File: src/rtl/axi4_burst_master.sv
// AXI4 burst master: one command in, one FIXED/INCR/WRAP burst out, one-cycle completion status.
// Optional acceptance-time burst legality check enabled by defining AXI4_BURST_CHECK_EN.
module axi4_burst_master #(
    parameter int AWIDTH  = 64,
    parameter int DWIDTH  = 64,
    parameter int IDWIDTH = 4,
    parameter int DBYTES  = DWIDTH / 8
) (
    input  logic               clock_axi,
    input  logic               reset_axi_n,

    input  logic               cmd_valid,
    output logic               cmd_ready,
    input  logic               cmd_write,
    input  logic [AWIDTH-1:0]  cmd_addr,
    input  logic [IDWIDTH-1:0] cmd_id,
    input  logic [7:0]         cmd_len,
    input  logic [2:0]         cmd_size,
    input  logic [1:0]         cmd_burst,

    input  logic [DWIDTH-1:0]  wr_data,
    input  logic [DBYTES-1:0]  wr_strb,
    input  logic               wr_valid,
    output logic               wr_ready,

    output logic [DWIDTH-1:0]  rd_data,
    output logic               rd_last,
    output logic               rd_valid,
    input  logic               rd_ready,

    output logic               done,
    output logic               done_write,
    output logic [1:0]         done_resp,

    output logic [AWIDTH-1:0]  m_axi_awaddr,
    output logic [IDWIDTH-1:0] m_axi_awid,
    output logic [7:0]         m_axi_awlen,
    output logic [2:0]         m_axi_awsize,
    output logic [1:0]         m_axi_awburst,
    output logic               m_axi_awvalid,
    input  logic               m_axi_awready,

    output logic [DWIDTH-1:0]  m_axi_wdata,
    output logic [DBYTES-1:0]  m_axi_wstrb,
    output logic               m_axi_wlast,
    output logic               m_axi_wvalid,
    input  logic               m_axi_wready,

    input  logic [IDWIDTH-1:0] m_axi_bid,
    input  logic [1:0]         m_axi_bresp,
    input  logic               m_axi_bvalid,
    output logic               m_axi_bready,

    output logic [AWIDTH-1:0]  m_axi_araddr,
    output logic [IDWIDTH-1:0] m_axi_arid,
    output logic [7:0]         m_axi_arlen,
    output logic [2:0]         m_axi_arsize,
    output logic [1:0]         m_axi_arburst,
    output logic               m_axi_arvalid,
    input  logic               m_axi_arready,

    input  logic [IDWIDTH-1:0] m_axi_rid,
    input  logic [DWIDTH-1:0]  m_axi_rdata,
    input  logic [1:0]         m_axi_rresp,
    input  logic               m_axi_rlast,
    input  logic               m_axi_rvalid,
    output logic               m_axi_rready
);

    localparam int SIZE_MAX = $clog2(DBYTES);

    typedef enum logic [2:0] {
        IDLE, WRITE, WAIT_B, RADDR, RDATA, DONE
    } state_t;

    state_t state, state_n;

    logic               q_write;
    logic [AWIDTH-1:0]  q_addr;
    logic [IDWIDTH-1:0] q_id;
    logic [7:0]         q_len;
    logic [2:0]         q_size;
    logic [1:0]         q_burst;
    logic [7:0]         beat;
    logic               aw_done;
    logic               w_done;
    logic               r_over;
    logic [1:0]         status;
    logic               err;
    logic               cmd_bad;
    logic               size_bad;

    assign size_bad = cmd_size > 3'(SIZE_MAX);

`ifdef AXI4_BURST_CHECK_EN
    logic [16:0]       incr_end;
    logic [AWIDTH-1:0] size_mask;
    logic              incr_cross;
    logic              wrap_bad;

    always_comb begin
        incr_end   = {5'd0, cmd_addr[11:0]} + ({8'd0, ({1'b0, cmd_len} + 9'd1)} << cmd_size);
        incr_cross = incr_end > 17'd4096;
        size_mask  = ~({AWIDTH{1'b1}} << cmd_size);
        wrap_bad   = !(cmd_len == 8'd1 || cmd_len == 8'd3 || cmd_len == 8'd7 || cmd_len == 8'd15)
                     || (|(cmd_addr & size_mask));
        cmd_bad    = size_bad
                     || (cmd_burst == 2'b01 && incr_cross)
                     || (cmd_burst == 2'b10 && wrap_bad)
                     || (cmd_burst == 2'b11);
    end
`else
    assign cmd_bad = size_bad;
`endif

    assign m_axi_awaddr  = q_addr;
    assign m_axi_awid    = q_id;
    assign m_axi_awlen   = q_len;
    assign m_axi_awsize  = q_size;
    assign m_axi_awburst = q_burst;
    assign m_axi_araddr  = q_addr;
    assign m_axi_arid    = q_id;
    assign m_axi_arlen   = q_len;
    assign m_axi_arsize  = q_size;
    assign m_axi_arburst = q_burst;

    assign m_axi_wdata = wr_data;
    assign m_axi_wstrb = wr_strb;
    assign rd_data     = m_axi_rdata;
    assign rd_last     = m_axi_rlast;
    assign done_write  = q_write;

    always_ff @(posedge clock_axi) begin
        if (!reset_axi_n) state <= IDLE;
        else              state <= state_n;
    end

    always_comb begin
        state_n       = state;
        cmd_ready     = 1'b0;
        m_axi_awvalid = 1'b0;
        m_axi_arvalid = 1'b0;
        m_axi_wvalid  = 1'b0;
        m_axi_wlast   = 1'b0;
        wr_ready      = 1'b0;
        m_axi_bready  = 1'b0;
        m_axi_rready  = 1'b0;
        rd_valid      = 1'b0;
        done          = 1'b0;
        done_resp     = 2'b00;
        case (state)
            IDLE: begin
                cmd_ready = reset_axi_n;
                if (cmd_valid && reset_axi_n)
                    state_n = cmd_bad ? DONE : (cmd_write ? WRITE : RADDR);
            end
            WRITE: begin
                m_axi_awvalid = !aw_done;
                m_axi_wvalid  = wr_valid && !w_done;
                wr_ready      = m_axi_wready && !w_done;
                m_axi_wlast   = !w_done && (beat == q_len);
                // AW and W finish in either order; leave once both are complete
                if ((aw_done || m_axi_awready) &&
                    (w_done || (m_axi_wvalid && m_axi_wready && m_axi_wlast)))
                    state_n = WAIT_B;
            end
            WAIT_B: begin
                m_axi_bready = 1'b1;
                if (m_axi_bvalid) state_n = DONE;
            end
            RADDR: begin
                m_axi_arvalid = 1'b1;
                if (m_axi_arready) state_n = RDATA;
            end
            RDATA: begin
                m_axi_rready = rd_ready;
                rd_valid     = m_axi_rvalid;
                if (m_axi_rvalid && rd_ready && m_axi_rlast) state_n = DONE;
            end
            DONE: begin
                done      = 1'b1;
                done_resp = err ? 2'b10 : status;
                state_n   = IDLE;
            end
            default: state_n = IDLE;
        endcase
    end

    always_ff @(posedge clock_axi) begin
        if (!reset_axi_n) begin
            q_write <= 1'b0;
            q_addr  <= '0;
            q_id    <= '0;
            q_len   <= '0;
            q_size  <= '0;
            q_burst <= '0;
            beat    <= '0;
            aw_done <= 1'b0;
            w_done  <= 1'b0;
            r_over  <= 1'b0;
            status  <= '0;
            err     <= 1'b0;
        end else begin
            case (state)
                IDLE: if (cmd_valid) begin
                    q_write <= cmd_write;
                    q_addr  <= cmd_addr;
                    q_id    <= cmd_id;
                    q_len   <= cmd_len;
                    q_size  <= cmd_size;
                    q_burst <= cmd_burst;
                    beat    <= '0;
                    aw_done <= 1'b0;
                    w_done  <= 1'b0;
                    r_over  <= 1'b0;
                    status  <= '0;
                    err     <= cmd_bad;
                end
                WRITE: begin
                    if (m_axi_awvalid && m_axi_awready) aw_done <= 1'b1;
                    if (m_axi_wvalid && m_axi_wready) begin
                        if (beat == q_len) w_done <= 1'b1;
                        else               beat   <= beat + 8'd1;
                    end
                end
                WAIT_B: if (m_axi_bvalid) begin
                    status <= m_axi_bresp;
                    if (m_axi_bid != q_id) err <= 1'b1;
                end
                RDATA: if (m_axi_rvalid && m_axi_rready) begin
                    if (m_axi_rresp > status) status <= m_axi_rresp;
                    if (m_axi_rid != q_id) err <= 1'b1;
                    // beats beyond len are drained until rlast but flagged
                    if (m_axi_rlast) begin
                        if (r_over || beat != q_len) err <= 1'b1;
                    end else if (r_over || beat == q_len) begin
                        err    <= 1'b1;
                        r_over <= 1'b1;
                    end else begin
                        beat <= beat + 8'd1;
                    end
                end
                default: ;
            endcase
        end
    end

endmodule
File: config.mk
export PLATFORM = sky130hd
export DESIGN_NAME = axi4_burst_master
export DESIGN_NICKNAME = d
export VERILOG_FILES = /design/src/rtl/axi4_burst_master.sv
export SDC_FILE = /design/constraint.sdc
export NUM_CORES = 1
export LEC_CHECK = 0
export CAP_MARGIN = 15
export CORE_AREA = 8 8 209 211
export DETAILED_ROUTE_END_ITERATION = 7
export DIE_AREA = 0 0 217 219
export GPL_ROUTABILITY_DRIVEN = 0
export SYNTH_ARGS = -nofsm -noshare
export SYNTH_HDL_FRONTEND = slang
export SYNTH_SLANG_ARGS = --single-unit
File: constraint.sdc
create_clock -name clock_axi -period 2.6 [get_ports clock_axi]
set_clock_uncertainty 0.2 [all_clocks]
set_input_delay 0.52 -clock clock_axi [delete_from_list [all_inputs] [get_ports clock_axi]]
set_output_delay 0.52 -clock clock_axi [all_outputs]
set_load 0.005 [all_outputs]
Word level (Yosys, flattened, before mapping)
Cells that the tools add are included.
- flip-flop bits (word level): 99
- bits in latches: 0
- memory bits (writable): 0
- memory bits (read-only): 0
- input bits: 241
- output and inout bits: 312
- word-level logic and storage cells: 123
- memories kept: 0
- add/subtract/negate cells: 1
- $mul: 0
- div/mod/pow operators: 0
- magnitude comparators: 2
- equality and inequality tests: 25
- shifts and indexed selects: 0
- multiplexer cells: 51
- bitwise logic cells: 0
- reductions and logical operators: 31
- operators by type and width (kind ; count):
    $mux W8 ; 6
    $ne A2 B2 Y1 const B ; 16
    $mux W1 ; 25
    $pmux W8 S3 ; 1
    $reduce_and A5 Y1 ; 4
    $mux W3 ; 6
    $pmux W3 S5 ; 1
    $mux W2 ; 7
    $logic_and A1 B1 Y1 ; 12
    $add A8 B1 Y8 const B ; 1
    $eq A8 B8 Y1 ; 1
    $ne A4 B4 Y1 ; 2
    $ne A8 B8 Y1 ; 1
    $reduce_and A7 Y1 ; 1
    $eq A3 B2 Y1 const B ; 2
    $eq A3 B3 Y1 const B ; 2
    $pmux W1 S2 ; 3
    $pmux W2 S3 ; 1
    $reduce_bool A3 Y1 ; 2
    $logic_or A1 B1 Y1 ; 4
    $reduce_and A4 Y1 ; 1
    $reduce_bool A2 Y1 ; 2
    $eq A3 B1 Y1 const B ; 1
    $gt A3 B2 Y1 const B ; 1
    other kinds (6) ; 7

Depth between registers and ports, before layout
- word-level depth: 8
- mapped depth: 8
- depth with buffers taken out: 8

Worst setup path after synthesis
Ideal clock, no wire load.
- path kind: input port to flip-flop
- start: input port m_axi_rlast
- end: register beat[7]
- library setup time: 0.070 ns
- data arrival time: 1.799 ns
- required time: 2.330 ns
- setup slack: 0.531 ns
- stages on the path: 7
- path buffers: 1
- path through: and4b_1 > o21ai_0 > a32o_1 > a21o_1 > buf_6 > or3_1 > a21oi_1
- word-level cells in the longest chain between the ends: 2
- RTL lines (item ; line ; RTL):
    from (decl) ; 65 ; input logic m_axi_rlast,
    $ne A2 B2 Y1 (no source line) ; n/a ;
    $reduce_and A7 Y1 (no source line) ; n/a ;
    to (signal assigned) ; 223 ; else beat <= beat + 8'd1;
    to (signal assigned) ; 240 ; beat <= beat + 8'd1;
    to (decl) ; 84 ; logic [7:0] beat;
No other way between the ends.
A chain may end at the register's enable or synchronous reset.

Worst setup path after layout
- start: register state[1]
- end: output port m_axi_arvalid
- word-level cells in the longest chain between the ends: 2
- RTL lines (item ; line ; RTL):
    from (decl) ; 76 ; state_t state, state_n;
    from (signal assigned) ; 135 ; else state <= state_n;
    $eq A3 B2 Y1 ; 151 ; case (state)
    $mux W1 ; 151 ;
    to (decl) ; 59 ; output logic m_axi_arvalid,
No other way between the ends.

==> metrics <==
tightest slew margin relative to the limit=between 70% and 80%; nature of the critical path startpoint=flop; fraction of synthesis flops using an asynchronous set or reset pin=0%; yosys synthesis warning count=0; setup-violating endpoint count in the final report=0; Worst-Skew Late Latency=370 ps; cell count after synthesis=about 740; cell accounting for the most synthesized area=sky130_fd_sc_hd__dfxtp_1; areal power density over the cells=848 mW/mm²; starting utilization of the core area=between 10 and 15%; Layout Utilization=approximately 20%; result of the run=complete, no violations; critical path capture point type=primary output; RSZ-0062 raised after global routing=no; cell family contributing the most delay on the critical path=buffers and inverters; CTS H-Tree Depth=3; post-synthesis area per instance=7.69 µm²; global route total overflow=0; Die Width=217 µm; first-pass iteration count of the detailed router=4; # DRC=0; Netlist Area Pre-Place=0.00571 mm²; worst reg2reg setup slack=200 ps; TritonCTS Sinks=99; number of cells traversed by the worst register-to-register path=9; clock tree from TritonCTS=yes; Buffers & Inverters on Critical Path=2; vias=4947; transition time of the tightest slew-check pin=a little over 400 ps; area growth from synthesis to layout=42.1%; initial antenna violation count=1; cell type of the slowest stage on the worst timing path=sky130_fd_sc_hd__clkdlybuf4s50_1; hold violation count in the final report=0; Total Neg Setup Slack=0 ps; number of slew-limit violations in the final report=0; type of the tightest min-delay check=reg2reg; largest net degree at the start of global routing=slightly below 60; Detailed Place HPWL=17800 µm; Static Leakage=2.95 nW; number of buffers created by CTS=9; commonest non-fill, non-tap cell in the layout=sky130_fd_sc_hd__clkdlybuf4s50_1; io pins=around 550; ordered cell list for the critical path=buf_6 -> nor2b_1 -> and2_1 -> clkdlybuf4s50_1; number of antenna-violating nets in the routed design=0; Post-synth EDFFs=0; clock-pin slew on the worst setup and hold paths=approximately 70 ps; Root Buffer=sky130_fd_sc_hd__clkbuf_16; deepest clock path buffer count=2; fraction of layout instances using a drive strength above 1=under 10%; period utilization=95.8%; die footprint=0.0475 mm²; cell row count=74; global-route wire length before repair=~32000 µm; number of distinct library cell variants in the gate-level netlist after synthesis=47; worst reg2reg path endpoint=beat[5]$_SDFFE_PN0P_; arrival time of the worst setup path=1770 ps; number of DRC markers after the initial detailed-route iteration=283; Min-Delay Path Depth=2; share of synthesized area occupied by flip-flops and latches=34.7%; Net Count, Synth=987; top-area cell type share of the netlist area=between 30% and 40%; biggest area contributors in the synthesized netlist=sky130_fd_sc_hd__dfxtp_1 35%, sky130_fd_sc_hd__buf_4 29%, sky130_fd_sc_hd__nand2_1 11%, sky130_fd_sc_hd__a21oi_1 8.5%, sky130_fd_sc_hd__xor2_1 2.6%; number of nets at the end of the flow=1067; number of I/O port buffers=280; crit path max fanout=10; total routing usage reported by global routing=under 10%; Period minus WS final=2490 ps; Yosys reg bits=around 100; delay contributed by the slowest stage of the critical path=500 ps; count of maximum capacitance violations=0; hold path startpoint=done_write$_SDFFE_PN0P_; endpoint of the worst hold path=done_write$_SDFFE_PN0P_; average wire length per cell after detail routing=about 16 µm; critical path class=reg2out; reg2reg start=m_axi_arlen[5]$_SDFFE_PN0P_; IR Drop Worst-Case VDD=~0.32 mV; Crit path required time=1880 ps; Most used DFF post-synth=sky130_fd_sc_hd__dfxtp_1; highest-count cells in the layout ignoring fill and taps=276 x sky130_fd_sc_hd__clkdlybuf4s50_1, 174 x sky130_fd_sc_hd__nand2_1, 97 x sky130_fd_sc_hd__a21oi_1, 93 x sky130_fd_sc_hd__dfxtp_1, 31 x sky130_fd_sc_hd__buf_4; number of global-route vias before repair=roughly 5000; vias per cell=3.63; die span in y=about 220 µm; maximum achievable frequency=~400 MHz; core outline area=between 0.04 and 0.05 mm²; aggregate routed wire length=about 22000 µm
through the flow:
stage | hold WS, ps | cells | instance area (µm²) | setup slack, ps | power (W)
2_1_floorplan | 253 | 743 | 5710 | 531 | 0.00394
3_3_place_gp | 246 | 1339 | 7720 | -186 | 0.00548
3_5_place_dp | 254 | 1339 | 7720 | -209 | 0.00551
4_1_cts | 267 | 1359 | 8090 | 3.26 | 0.00705
5_1_grt | 296 | 1360 | 8120 | 14.2 | 0.00746
6_report | 268 | 1361 | 8120 | 109 | 0.00688
final cells by class:
type,instances,area [µm²]
fill,4533,32200
antenna,1,2.50
sequential,99,1990
inverter,6,23.8
clock buffer,9,225
timing repair buffer,319,3160
multi-input combinational,388,2000
tap,532,666
clock inverter,7,52.6
registers in the layout, indices dropped and copies added, names as in the netlist:
name / flops
done_write: 1
w_done: 1
m_axi_arlen: 8
beat: 8
m_axi_arid: 4
status: 2
m_axi_arsize: 3
aw_done: 1
m_axi_arburst: 2
state: 3
r_over: 1
err: 1
m_axi_araddr: 64
metal layers:
layer,global-route usage (%),part of all wire [%]
met5,0,0
met4,5.66,4.5
met3,3.62,10
met2,14.4,46
met1,9.63,39
logic make-up (layout without fill, tap and decap cells):
logic type               Yosys count  count (layout)  share of synthesized area, %
XOR/XNOR                          18              18                          2.76
adder cells (fa/ha/maj)            3               3                         0.657
AO/OA/AOI/OAI                    122             122                          11.5
other                              0               1                             0
AND/OR/NAND/NOR                  244             244                          18.6
multiplexers                       1               1                         0.175
flip-flops                        99              99                          34.7
buffers and inverters            256             341                          31.6
report_power, final:
| part | internal (W) | total (W) | switching (W) |
|---|---|---|---|
| clock | 0.000655 | 0.00132 | 0.000664 |
| combinational | 0.00185 | 0.00342 | 0.00157 |
| sequential | 0.00184 | 0.00215 | 0.000307 |
| total | 0.00434 | 0.00688 | 0.00255 |
synth_stat cells, types with 5 or more instances:
cell	n
sky130_fd_sc_hd__inv_1	5
sky130_fd_sc_hd__and2_1	6
sky130_fd_sc_hd__a21oi_1	97
sky130_fd_sc_hd__nand2_1	175
sky130_fd_sc_hd__xor2_1	17
sky130_fd_sc_hd__nand3_1	7
sky130_fd_sc_hd__o21ai_0	9
sky130_fd_sc_hd__nor3_1	5
sky130_fd_sc_hd__dfxtp_1	99
sky130_fd_sc_hd__clkbuf_1	28
sky130_fd_sc_hd__nor2b_1	7
sky130_fd_sc_hd__buf_4	218
sky130_fd_sc_hd__nor2_1	19
worst max-delay path by stage:
stage | from | cells past startpoint | slack, ps | end
floorplan | m_axi_rlast | 7 | 530 | beat[7]$_SDFFE_PN0P_
global placement | m_axi_rvalid | 7 | -190 | beat[6]$_SDFFE_PN0P_
detailed placement | rd_ready | 7 | -210 | beat[5]$_SDFFE_PN0P_
CTS | state[1]$_SDFFE_PN0P_ | 4 | 3 | m_axi_bready
global route | state[1]$_SDFFE_PN0P_ | 4 | 10 | m_axi_arvalid
finish | state[1]$_SDFFE_PN0P_ | 4 | 110 | m_axi_arvalid
tightest hold or removal path, stage by stage, from the launching register on:
cell	delay [ps]
sky130_fd_sc_hd__dfxtp_1	310
sky130_fd_sc_hd__nand2_1	50
sky130_fd_sc_hd__a21oi_1	60
what timing repair did:
| item | 4_1_cts | 5_1_grt |
|---|---|---|
| resized for setup | 20 | 10 |
| pin swaps | 3 | 2 |
| buffers inserted | 4 | 1 |
| hold buffers | 0 | 0 |
| endpoints found under the setup margin | 10 | 7 |
| cloned | 0 | 0 |
(Power assumes the default switching activity.)
